[config.mk]
export PLATFORM = sky130hd
export DESIGN_NAME = brq_dmem_ctrl_flat
export DESIGN_NICKNAME = d
export VERILOG_FILES = /design/src/rtl/brq_dmem_ctrl_if.sv /design/src/rtl/brq_dmem_ctrl.sv /design/src/flat_wrapper.sv
export SDC_FILE = /design/constraint.sdc
export NUM_CORES = 1
export LEC_CHECK = 0
export ABC_AREA = 1
export ABC_CLOCK_PERIOD_IN_PS = 1800
export CAP_MARGIN = 5
export CORE_UTILIZATION = 40
export DETAILED_ROUTE_END_ITERATION = 8
export PLACE_DENSITY = 0.74
export SLEW_MARGIN = 0
export SYNTH_ARGS = -nofsm -noshare
export SYNTH_HDL_FRONTEND = slang
export SYNTH_SLANG_ARGS = --single-unit
export TNS_END_PERCENT = 10
[constraint.sdc]
create_clock -name brq_clk -period 1.8 [get_ports brq_clk]
set_input_delay 0.36 -clock brq_clk [delete_from_list [all_inputs] [get_ports brq_clk]]
set_output_delay 0.36 -clock brq_clk [all_outputs]
set_load 0.1 [all_outputs]
[src/rtl/brq_dmem_ctrl_if.sv]
// Request/response bus between the load/store stage (master) and the
// data-memory controller (slave).
`timescale 1ns/1ps
interface brq_dmem_ctrl_if #(
  parameter int DataWidth = 32,
  parameter int AddrWidth = 15
);
  logic                 req_valid;
  logic                 req_ready;
  logic                 req_we;
  logic [2:0]           req_byte_en;
  logic                 req_unsigned;
  logic [AddrWidth-1:0] req_addr;
  logic [DataWidth-1:0] req_wdata;
  logic                 resp_valid;
  logic [DataWidth-1:0] resp_rdata;
  logic                 resp_err;
  logic                 busy;

  modport master (
    output req_valid, req_we, req_byte_en, req_unsigned, req_addr, req_wdata,
    input  req_ready, resp_valid, resp_rdata, resp_err, busy
  );

  modport slave (
    input  req_valid, req_we, req_byte_en, req_unsigned, req_addr, req_wdata,
    output req_ready, resp_valid, resp_rdata, resp_err, busy
  );
endinterface

[src/rtl/brq_dmem_ctrl.sv]
// Data-memory controller: one request at a time against a single-port SRAM,
// sub-word stores as read-modify-write. Define DMEM_ERR_EN to flag lane code 111.
`timescale 1ns/1ps
module brq_dmem_ctrl #(
  parameter int DataWidth = 32,
  parameter int AddrWidth = 15
) (
  input  logic                 brq_clk,
  input  logic                 brq_rst_n,
  brq_dmem_ctrl_if.slave       bus,
  output logic                 sram_csb,
  output logic                 sram_web,
  output logic [AddrWidth-1:0] sram_addr,
  output logic [DataWidth-1:0] sram_din,
  input  logic [DataWidth-1:0] sram_dout
);

  typedef enum logic [2:0] {IDLE, RD, CAP, WR, RESP} state_t;

  state_t               state, state_next;
  logic                 we_q;
  logic                 uns_q;
  logic                 word_q;
  logic [2:0]           be_q;
  logic [AddrWidth-1:0] addr_q;
  logic [DataWidth-1:0] wdata_q;
  logic [DataWidth-1:0] rdata_q;
  logic [DataWidth-1:0] merge_q;
  logic                 accept;
  logic                 is_err_req;
  logic                 is_word_req;
  logic [7:0]           lane_byte;
  logic [15:0]          lane_half;
  logic [DataWidth-1:0] load_val;
  logic [DataWidth-1:0] merge_val;

  // Without the error feature, lane code 111 falls through to a word access.
  always_comb begin
    is_err_req = 1'b0;
`ifdef DMEM_ERR_EN
    is_err_req = (bus.req_byte_en == 3'b111);
`endif
    is_word_req = (bus.req_byte_en == 3'b110) ||
                  ((bus.req_byte_en == 3'b111) && !is_err_req);
    accept      = (state == IDLE) && bus.req_valid;
  end

  always_comb begin
    state_next = state;
    case (state)
      IDLE: begin
        if (bus.req_valid) begin
          if (is_err_req)                      state_next = RESP;
          else if (bus.req_we && is_word_req)  state_next = WR;
          else                                 state_next = RD;
        end
      end
      RD:      state_next = CAP;
      CAP:     state_next = we_q ? WR : RESP;
      WR:      state_next = RESP;
      RESP:    state_next = IDLE;
      default: state_next = IDLE;
    endcase
  end

  // Lane extraction from the word read back in CAP.
  always_comb begin
    lane_byte = sram_dout[7:0];
    case (be_q[1:0])
      2'd0:    lane_byte = sram_dout[7:0];
      2'd1:    lane_byte = sram_dout[15:8];
      2'd2:    lane_byte = sram_dout[23:16];
      default: lane_byte = sram_dout[31:24];
    endcase
    lane_half = be_q[0] ? sram_dout[31:16] : sram_dout[15:0];
    case (be_q)
      3'b000, 3'b001, 3'b010, 3'b011:
        load_val = {{24{lane_byte[7] & ~uns_q}}, lane_byte};
      3'b100, 3'b101:
        load_val = {{16{lane_half[15] & ~uns_q}}, lane_half};
      default:
        load_val = sram_dout;
    endcase
  end

  always_comb begin
    merge_val = sram_dout;
    case (be_q)
      3'b000:  merge_val[7:0]   = wdata_q[7:0];
      3'b001:  merge_val[15:8]  = wdata_q[7:0];
      3'b010:  merge_val[23:16] = wdata_q[7:0];
      3'b011:  merge_val[31:24] = wdata_q[7:0];
      3'b100:  merge_val[15:0]  = wdata_q[15:0];
      3'b101:  merge_val[31:16] = wdata_q[15:0];
      default: merge_val        = wdata_q;
    endcase
  end

  // Stores and error responses clear the load result at accept so they report 0.
  always_ff @(posedge brq_clk) begin
    if (!brq_rst_n) begin
      state   <= IDLE;
      we_q    <= 1'b0;
      uns_q   <= 1'b0;
      word_q  <= 1'b0;
      be_q    <= '0;
      addr_q  <= '0;
      wdata_q <= '0;
      rdata_q <= '0;
      merge_q <= '0;
    end else begin
      state <= state_next;
      if (accept) begin
        we_q    <= bus.req_we;
        uns_q   <= bus.req_unsigned;
        word_q  <= is_word_req;
        be_q    <= bus.req_byte_en;
        addr_q  <= bus.req_addr;
        wdata_q <= bus.req_wdata;
        if (bus.req_we || is_err_req) rdata_q <= '0;
      end
      if (state == CAP) begin
        if (we_q) merge_q <= merge_val;
        else      rdata_q <= load_val;
      end
    end
  end

`ifdef DMEM_ERR_EN
  logic err_q;

  always_ff @(posedge brq_clk) begin
    if (!brq_rst_n)  err_q <= 1'b0;
    else if (accept) err_q <= is_err_req;
  end

  assign bus.resp_err = (state == RESP) && err_q;
`else
  assign bus.resp_err = 1'b0;
`endif

  assign bus.req_ready  = (state == IDLE);
  assign bus.busy       = (state != IDLE);
  assign bus.resp_valid = (state == RESP);
  assign bus.resp_rdata = rdata_q;

  // Reset gates the SRAM strobes directly so an interrupted WR never writes.
  assign sram_csb  = !(brq_rst_n && ((state == RD) || (state == WR)));
  assign sram_web  = !(brq_rst_n && (state == WR));
  assign sram_addr = addr_q;
  assign sram_din  = (state == WR) ? (word_q ? wdata_q : merge_q) : '0;

endmodule

[src/flat_wrapper.sv]
// flat-port wrapper written by rule: the top's interface ports become plain ports
module brq_dmem_ctrl_flat 
#(
  parameter int DataWidth = 32,
  parameter int AddrWidth = 15
)
  (brq_clk, brq_rst_n, sram_csb, sram_web, sram_addr, sram_din, sram_dout, bus_req_valid, bus_req_we, bus_req_byte_en, bus_req_unsigned, bus_req_addr, bus_req_wdata, bus_req_ready, bus_resp_valid, bus_resp_rdata, bus_resp_err, bus_busy);
  brq_dmem_ctrl_if #(.DataWidth(DataWidth), .AddrWidth(AddrWidth)) bus_i ();
  input  logic brq_clk;
  input  logic brq_rst_n;
  output logic sram_csb;
  output logic sram_web;
  output logic [AddrWidth-1:0] sram_addr;
  output logic [DataWidth-1:0] sram_din;
  input  logic [DataWidth-1:0] sram_dout;
  input wire logic [$bits(bus_i.req_valid)-1:0] bus_req_valid;
  input wire logic [$bits(bus_i.req_we)-1:0] bus_req_we;
  input wire logic [$bits(bus_i.req_byte_en)-1:0] bus_req_byte_en;
  input wire logic [$bits(bus_i.req_unsigned)-1:0] bus_req_unsigned;
  input wire logic [$bits(bus_i.req_addr)-1:0] bus_req_addr;
  input wire logic [$bits(bus_i.req_wdata)-1:0] bus_req_wdata;
  output wire logic [$bits(bus_i.req_ready)-1:0] bus_req_ready;
  output wire logic [$bits(bus_i.resp_valid)-1:0] bus_resp_valid;
  output wire logic [$bits(bus_i.resp_rdata)-1:0] bus_resp_rdata;
  output wire logic [$bits(bus_i.resp_err)-1:0] bus_resp_err;
  output wire logic [$bits(bus_i.busy)-1:0] bus_busy;
  assign bus_i.req_valid = bus_req_valid;
  assign bus_i.req_we = bus_req_we;
  assign bus_i.req_byte_en = bus_req_byte_en;
  assign bus_i.req_unsigned = bus_req_unsigned;
  assign bus_i.req_addr = bus_req_addr;
  assign bus_i.req_wdata = bus_req_wdata;
  assign bus_req_ready = bus_i.req_ready;
  assign bus_resp_valid = bus_i.resp_valid;
  assign bus_resp_rdata = bus_i.resp_rdata;
  assign bus_resp_err = bus_i.resp_err;
  assign bus_busy = bus_i.busy;
  brq_dmem_ctrl #(.DataWidth(DataWidth), .AddrWidth(AddrWidth)) u_core (.brq_clk(brq_clk), .brq_rst_n(brq_rst_n), .bus(bus_i), .sram_csb(sram_csb), .sram_web(sram_web), .sram_addr(sram_addr), .sram_din(sram_din), .sram_dout(sram_dout));
endmodule
After elaboration in Yosys (flattened, before gate mapping) --
Cells that the tools add are included.
Cells by class: bitwise operators 3, mux-type cells 17, reductions and logical operators 20, magnitude comparators 0, equality and inequality tests 14, shift-type cells 0, multipliers 0, divide/modulo/power cells 0, $add $sub $neg 0
Operator list (count):
- $mux W32 | 6
- $pmux W32 S2 | 1
- $pmux W8 S3 | 2
- $pmux W8 S2 | 2
- $reduce_or A4 Y1 | 5
- $mux W16 | 1
- $eq A3 B3 Y1 const B | 5
- $eq A3 B2 Y1 const B | 4
- $pmux W3 S4 | 1
- $mux W8 | 1
- $eq A3 B1 Y1 const B | 2
- $logic_not A3 Y1 | 2
- $mux W3 | 2
- $logic_and A1 B1 Y1 | 4
- $reduce_or A2 Y1 | 2
- $reduce_bool A3 Y1 | 1
- $and A1 B1 Y1 | 2
- $eq A2 B1 Y1 const B | 1
- $eq A2 B2 Y1 const B | 1
- $logic_not A1 Y1 | 2
- $logic_not A2 Y1 | 1
- $logic_or A1 B1 Y1 | 2
- $mux W2 | 1
- $ne A2 B2 Y1 const B | 1
- other kinds (2) | 2
Storage, ports and cells: bits in registers 120, memories kept 0, bits in latches 0, output and inout port bits 85, word-level logic and storage cells 63, bits in writable memories 0, ROM bits 0, input bits 87

Depth between registers and ports, before layout --
Gate-level depths: netlist of run 1.
word-level depth 6, mapped depth 10

Least setup slack after synthesis of run 1 --
No wires, ideal clock.
path type register -> output, start point register u_core.state[2], end point output port bus_resp_valid, slack -994 ps, arrival 2434 ps, path buffers 0, stages on the path, launching flop included 3, required time 1440 ps, cells stage by stage dfxtp_1 -> inv_1 -> nor3_1
On the way: longest elaborated chain between the ends 1
RTL lines:
- from (decl) | line brq_dmem_ctrl.sv:20 | state_t state, state_next;
- from (signal assigned) | line brq_dmem_ctrl.sv:112 | state <= state_next;
- $eq A3 B3 Y1 | line brq_dmem_ctrl.sv:144 | assign bus.resp_valid = (state == RESP);
- to (decl) | line flat_wrapper.sv:23 | output wire logic [$bits(bus_i.resp_valid)-1:0] bus_resp_valid;
Every way passes these cells.

Worst setup path after layout of run 1 --
start point register u_core.state[2], end point output port sram_din[8]
On the way: longest elaborated chain between the ends 2
RTL lines:
- $eq A3 B2 Y1 | line brq_dmem_ctrl.sv:151 | assign sram_din = (state == WR) ? (word_q ? wdata_q : merge_q) : '0;
- $mux W32 | line brq_dmem_ctrl.sv:151
- to (decl) | line flat_wrapper.sv:14 | output logic [DataWidth-1:0] sram_din;
Every way passes these cells.

==> results of run 1 <==
==> worst max-delay path, cell delays in order (launching register included) <==
cell and delay (ns):
dfxtp_2 0.32, inv_2 0.06, nand3_2 0.07, inv_2 0.09, buf_6 0.14, buf_16 0.15
nand2_2 0.07, inv_2 0.08, buf_12 0.17
==> final timing paths <==
kind / from / to / slack (ns) / cells past startpoint
setup / recovery: u_core.state[2] / sram_din[8] / -0.13 / 8
hold / removal: brq_rst_n / u_core.wdata_q[0] / 0.39 / 3
setup reg to reg: u_core.state[0] / u_core.bus.resp_rdata[5] / 0.10 / 9
hold reg to reg: u_core.wdata_q[28] / u_core.wdata_q[28] / 0.48 / 2
==> state kept, by name, summed over array words and instances, names as in the netlist <==
name / cells
u_core.bus.resp_rdata: 32
u_core.merge_q: 32
u_core.wdata_q: 32
u_core.sram_addr: 15
u_core.be_q: 3
u_core.state: 3
u_core.uns_q: 1
u_core.we_q: 1
u_core.word_q: 1
==> placed cells by master (no fill, tap or decap), types with 33 or more instances in the layout <==
cell type	n
a21oi_1	134
nand2_1	271
inv_2	40
nand3_1	33
buf_12	92
nor2_1	35
dfxtp_1	115
clkdlybuf4s50_1	85
o21ai_0	66
inv_1	92
==> timing repair <==
item | in CTS | in global routing
endpoints found under the hold margin | 0 | 0
gates resized for setup | 69 | 38
setup buffers | 5 | 2
pin swaps | 0 | 2
cloned | 3 | 4
hold buffers | 0 | 0
endpoints found under the setup margin | 34 | 46
==> layer usage <==
metal / routed length (µm) / GRT usage, %
met1: 9490 / 36.1
met2: 10700 / 42.3
met3: 2170 / 6.94
met4: 920 / 12.8
met5: 0 / 0
==> cell families after synthesis <==
group / after synthesis / synth area share [%]
DFF: 120 / 37.6
other: 1 / 0.0587
AOI/OAI and AO/OA: 272 / 23.0
buffers and inverters: 201 / 13.3
and+or+nand+nor: 395 / 26.1
==> metrics by stage <==
step / cell area [µm²] / power (mW) / worst slack (ns) / TNS [ns]
4_1_cts: 10000 / 10.4 / -0.105 / -3.02
6_report: 10200 / 10.6 / -0.131 / -3.74
3_3_place_gp: 9270 / 6.86 / 0.0918 / 0
2_1_floorplan: 6410 / 5.51 / -0.162 / -5.16
3_5_place_dp: 9270 / 6.89 / 0.0723 / 0
5_1_grt: 10200 / 11.0 / -0.157 / -4.84
==> where the power goes <==
group          internal (mW)  switching (mW)
clock network           2.27            1.21
logic                   1.36            2.53
registers               2.94           0.250
total                   6.57            4.00
==> cell type report <==
class | count | area share [%]
Tap cell | 211 | 2.58
Clock inverter | 8 | 1.18
Inverter | 138 | 5.24
Clock buffer | 23 | 4.68
Timing Repair Buffer | 219 | 30.7
Multi-Input combinational cell | 668 | 32.0
Sequential cell | 120 | 23.6
==> key figures, run 1 <==
Outcome
  • Outcome: finished with violations
  • Failing checks: negative setup slack

Timing
  • Final worst path period need: about 1.9 ns
  • Setup ws final: -0.131 ns
  • Final Hold Slack: 0.386 ns
  • Fmax: 0.518 GHz
  • Slew margin rel.: 57.5%
  • Worst-Margin Slew: 0.637 ns
  • Count of pins over their slew limit: 0
  • Fin crit share: 107%
  • Final setup vio count: 35
  • Worst Skew: 0.00709 ns
  • Final hold violation count: 0
  • RSZ-0062 raised after global routing: yes

Die
  • Placeable core area: 15400 µm²
  • DIE WIDTH: 128 µm
  • Die height: 128 µm
  • Row cnt: between 40 and 50
  • Top-Level Pins: 172
  • Initial Util: roughly 42%
  • Die area: 16500 µm²

Placed design
  • Gpl congestion: 0.909
  • Placed insts: 1343
  • PortBufs: between 150 and 200
  • Dpl hpwl: 15.6 mm

Route
  • DRC Markers: 0
  • Drt total wl: ~23 mm
  • Via/cell ratio: 5.36
  • Average wire per standard cell: 16.8 µm
  • Iteration-0 DRC Markers: 817
  • DR vias: 7435
  • Final ANT Viol Nets: 0
  • DRT Pass-1 Iters: 6

Cells and area
  • Area of the multi-input gates: around 3300 µm²
  • Final cell count without fillers: 1387
  • Register area: 2410 µm²
  • Fill count: ~1200
  • Utilization after layout: 66.5%
  • Syn-to-layout area delta: 59.9%
  • # diodes: 0
  • Layout cell share with drive strength beyond 1: 22.6%
  • Final Net Count: 1251

Logic synthesis
  • Synthesized flop and latch total: 120
  • Largest cells by area after synthesis: dfxtp_1, nand2_1, a21oi_1
  • Ys Warns: 0
  • Mean cell area of the mapped netlist: 6.46 µm²
  • Cell Area, Synth: 6390 µm²
  • Post-synth cell types: 38
  • Ys flop type: dfxtp_1
  • Synth top cells by count: nand2_1, a21oi_1, inv_1
  • Syn nets: 1076
  • Synth Instances: 989
  • Most numerous cell in the Yosys netlist: nand2_1
  • Post-synth EDFFs: 0
  • Synth top area share: between 30 and 40%
  • Seq/Total Area, Yosys: 37.6%
  • Synth area leader: dfxtp_1
  • Ys async rst share: 0%

Pwr
  • Power Density: 1030 nW/µm²
  • Pleak: 4.46 nW
  • Worst IR Drop VDD: slightly above 0.0008 V

Job
  • Max Cap Viol: 0

Global routing
  • Remaining global-route overflow: 0
  • Vias in the first global route: approximately 6600
  • Initial antenna violation count: 0
  • All-layer global routing usage: 27.5%
  • First-pass GRT wire length: 34.8 mm
  • Largest net degree at the start of global routing: 55

CTS
  • Clock root cell: clkbuf_16
  • # clock sinks: 120
  • Htree depth: 4
  • CTS max path bufs: 2
  • CTS tree: built
  • TritonCTS Buffers: 17
  • Worst-Skew Late Latency: 0.43 ns
  • Worst-path clk slew: 0.05 ns

Worst setup path
  • CP Max Fanout: 8
  • Worst EP arrival: 1.57 ns
  • Startpoint Class: flip-flop
  • Critical Path Sink Type: output port
  • Crit path required time: 1.44 ns
  • Worst Path Class, Setup: flip-flop to output port

Hold path
  • Min-delay worst type: input port to flip-flop
(Power assumes the default switching activity.)
==> run 2, diff against run 1 <==
Settings changed: ABC_CLOCK_PERIOD_IN_PS 1800 to 2450, CAP_MARGIN 5 to not set.
Clock period 1.8 ns to 2.45 ns, I/O delays scaled along.
==> run 2 against run 1 <==
Against the previous run:
- total power fell by 31%
- routed wire length shrank 12%
- die area unchanged
- sequential share of layout area rose by 2.7 points
- the flow now finishes without violations
- critical endpoint is now sram_din[4]
- setup slack improved by 0.26 ns
- sequential power shrank 28%
- clock skew fell by 0.0010 ns
- combinational power fell by 39%
- final area shrank 11%
- global-route usage down 2.0 points
- worst hold slack better by 0.074 ns
- highest routed layer unchanged
==> key figures, run 2 (same netlist as run 1, synthesis figures left out) <==
Timing
  • Worst Skew: 0.00606 ns (-0.00103 ns)
  • Slew margin rel.: 51.9% (-5.6 points)
  • RSZ-0062 raised after global routing: no
  • Final Hold Slack: 0.460 ns (+0.0741 ns)
  • Setup_tns: 0 ns (+3.74 ns)
  • Final hold violation count: 0 (unchanged)
  • Fin crit share: 94.7%
  • Final setup vio count: 0 (-100%)
  • Fmax: 0.431 GHz
  • Worst-Margin Slew: 0.720 ns (+0.0833 ns)
  • Final worst path period need: 2.32 ns
  • Count of pins over their slew limit: 0 (unchanged)

Worst setup path
  • Worst Reg-to-Reg Cells: 6 (-3)
  • Worst Path Class, Setup: flip-flop to output port
  • Worst EP arrival: 1.83 ns (+0.26 ns)
  • R2R Setup Slk: 0.47 ns (+0.37 ns)
  • Reg-to-reg critical path startpoint: u_core.be_q[2]
  • Startpoint Class: flip-flop
  • Crit path required time: 1.96 ns (+0.52 ns)
  • Reg-to-Reg End: u_core.merge_q[31]
  • Critical Path Sink Type: output port
  • CP Max Fanout: 16 (+8)

CTS
  • Setup Fix Bufs, Post-CTS: 0 (-5)
  • Hold-fix buffers, CTS: 0 (unchanged)
  • CTS max path bufs: 2 (unchanged)
  • CTS tree: built
  • Worst-path clk slew: 0.05 ns (about the same)
  • Clock root cell: clkbuf_16
  • Htree depth: 4 (unchanged)
  • CTS resizes: 0 (-100%)
  • TritonCTS Buffers: 17 (unchanged)
  • Worst-Skew Late Latency: 0.42 ns (about the same)
  • # clock sinks: 120 (unchanged)

Global routing
  • All-layer global routing usage: 25.4% (-2.0 points)
  • Vias in the first global route: 6138 (-7.5%)
  • Initial antenna violation count: 1 (+1)
  • First-pass GRT wire length: 32.2 mm (-7.5%)
  • Remaining global-route overflow: 0 (unchanged)
  • Largest net degree at the start of global routing: 68 (+24%)

Cells and area
  • Commonest cells after routing, fill and taps aside: nand2_1, a21oi_1, inv_1
  • Layout cell share with drive strength beyond 1: 14.8% (-7.9 points)
  • Final Net Count: 1226 (-2.0%)
  • Syn-to-layout area delta: 42.6%
  • Fill count: 1425 (+15%)
  • Most common cell after layout, fill and taps aside: nand2_1
  • Utilization after layout: 59.3% (-7.2 points)

Pwr
  • Pleak: 4.17 nW (-6.6%)
  • Power Density: 806 nW/µm² (-22%)
  • Worst IR Drop VDD: 0.000609 V (-25%)

Route
  • Average wire per standard cell: 15.1 µm (-10%)
  • Drt total wl: 20.5 mm (-12%)
  • Iteration-0 DRC Markers: 778 (-4.8%)
  • DRT Pass-1 Iters: 5 (-1)
  • Final ANT Viol Nets: 0 (unchanged)
  • DR vias: 7010 (-5.7%)
  • Via/cell ratio: 5.14 (-4.1%)
  • DRC Markers: 0 (unchanged)

Placed design
  • PortBufs: 170 (unchanged)
  • Dpl hpwl: 14.7 mm (-6.2%)
  • Gpl congestion: 0.958 (+5.5%)

Die
  • Die area: 16500 µm² (unchanged)
  • Row cnt: 45 (unchanged)
  • Initial Util: 41.6% (unchanged)
  • DIE WIDTH: 128 µm (unchanged)
  • Die height: 128 µm (unchanged)
  • Placeable core area: 15400 µm² (unchanged)
  • Top-Level Pins: 172 (unchanged)

Hold path
  • Min-delay worst type: flip-flop to flip-flop
  • Hold Path Origin: u_core.wdata_q[29]
  • Hold path cells: 2 (-1)
  • Worst Hold End: u_core.wdata_q[29]

Outcome
  • Outcome: completed

Job
  • Max Cap Viol: 0 (unchanged)
[run 2: metrics by stage]
step	cells	area [µm²]	total power, mW	setup WS [ns]
after floorplan	989	6390	4.03	-0.00181
after global placement	1331	8480	4.67	0.348
after detailed placement	1331	8480	4.68	0.291
after CTS	1363	9110	7.35	0.0846
after global routing	1364	9110	7.65	0.0231
final	1364	9110	7.34	0.131
[run 2: per-layer routing]
| metal | vias to the layer above | global-route usage [%] | wire [µm] |
|---|---|---|---|
| met3 | 31 | 5.82 | 1790 |
| li1 | 3489 | - | - |
| met1 | 3170 | 36.0 | 9380 |
| met5 | - | 0 | 0 |
| met2 | 320 | 37.9 | 9000 |
| met4 | 0 | 8.65 | 363 |
[run 2: worst max-delay path, stage by stage, from the launching register on]
cell	delay, ns
dfxtp_1	0.33
clkinv_1	0.12
buf_4	0.21
o21ai_0	0.34
nand2_1	0.11
inv_1	0.12
buf_12	0.18
[run 2: final cells by class]
| cell class | instances | area [µm²] | area share [%] |
|---|---|---|---|
| antenna | 1 | 2.50 | 0.0275 |
| timing repair buffer | 194 | 2130 | 23.4 |
| multi-input combinational | 668 | 3150 | 34.6 |
| sequential | 120 | 2400 | 26.4 |
| tap | 211 | 264 | 2.90 |
| clock buffer | 21 | 460 | 5.05 |
| clock inverter | 11 | 169 | 1.85 |
| inverter | 138 | 527 | 5.78 |
[run 2: power by group]
group          internal (mW)  switching, mW  leakage (nW)
logic                  0.638           1.73          2.88
clock network           1.76          0.919         0.308
registers               2.16          0.145         0.979
[run 2: worst max-delay path by stage]
stage / from / to / slack [ns]
3_3_place_gp: brq_rst_n / u_core.state[2] / 0.35
2_1_floorplan: u_core.state[0] / bus_req_ready / -0.002
5_1_grt: u_core.word_q / sram_din[4] / 0.02
4_1_cts: u_core.state[2] / sram_din[4] / 0.08
3_5_place_dp: brq_rst_n / u_core.state[2] / 0.29
6_report: u_core.word_q / sram_din[4] / 0.13
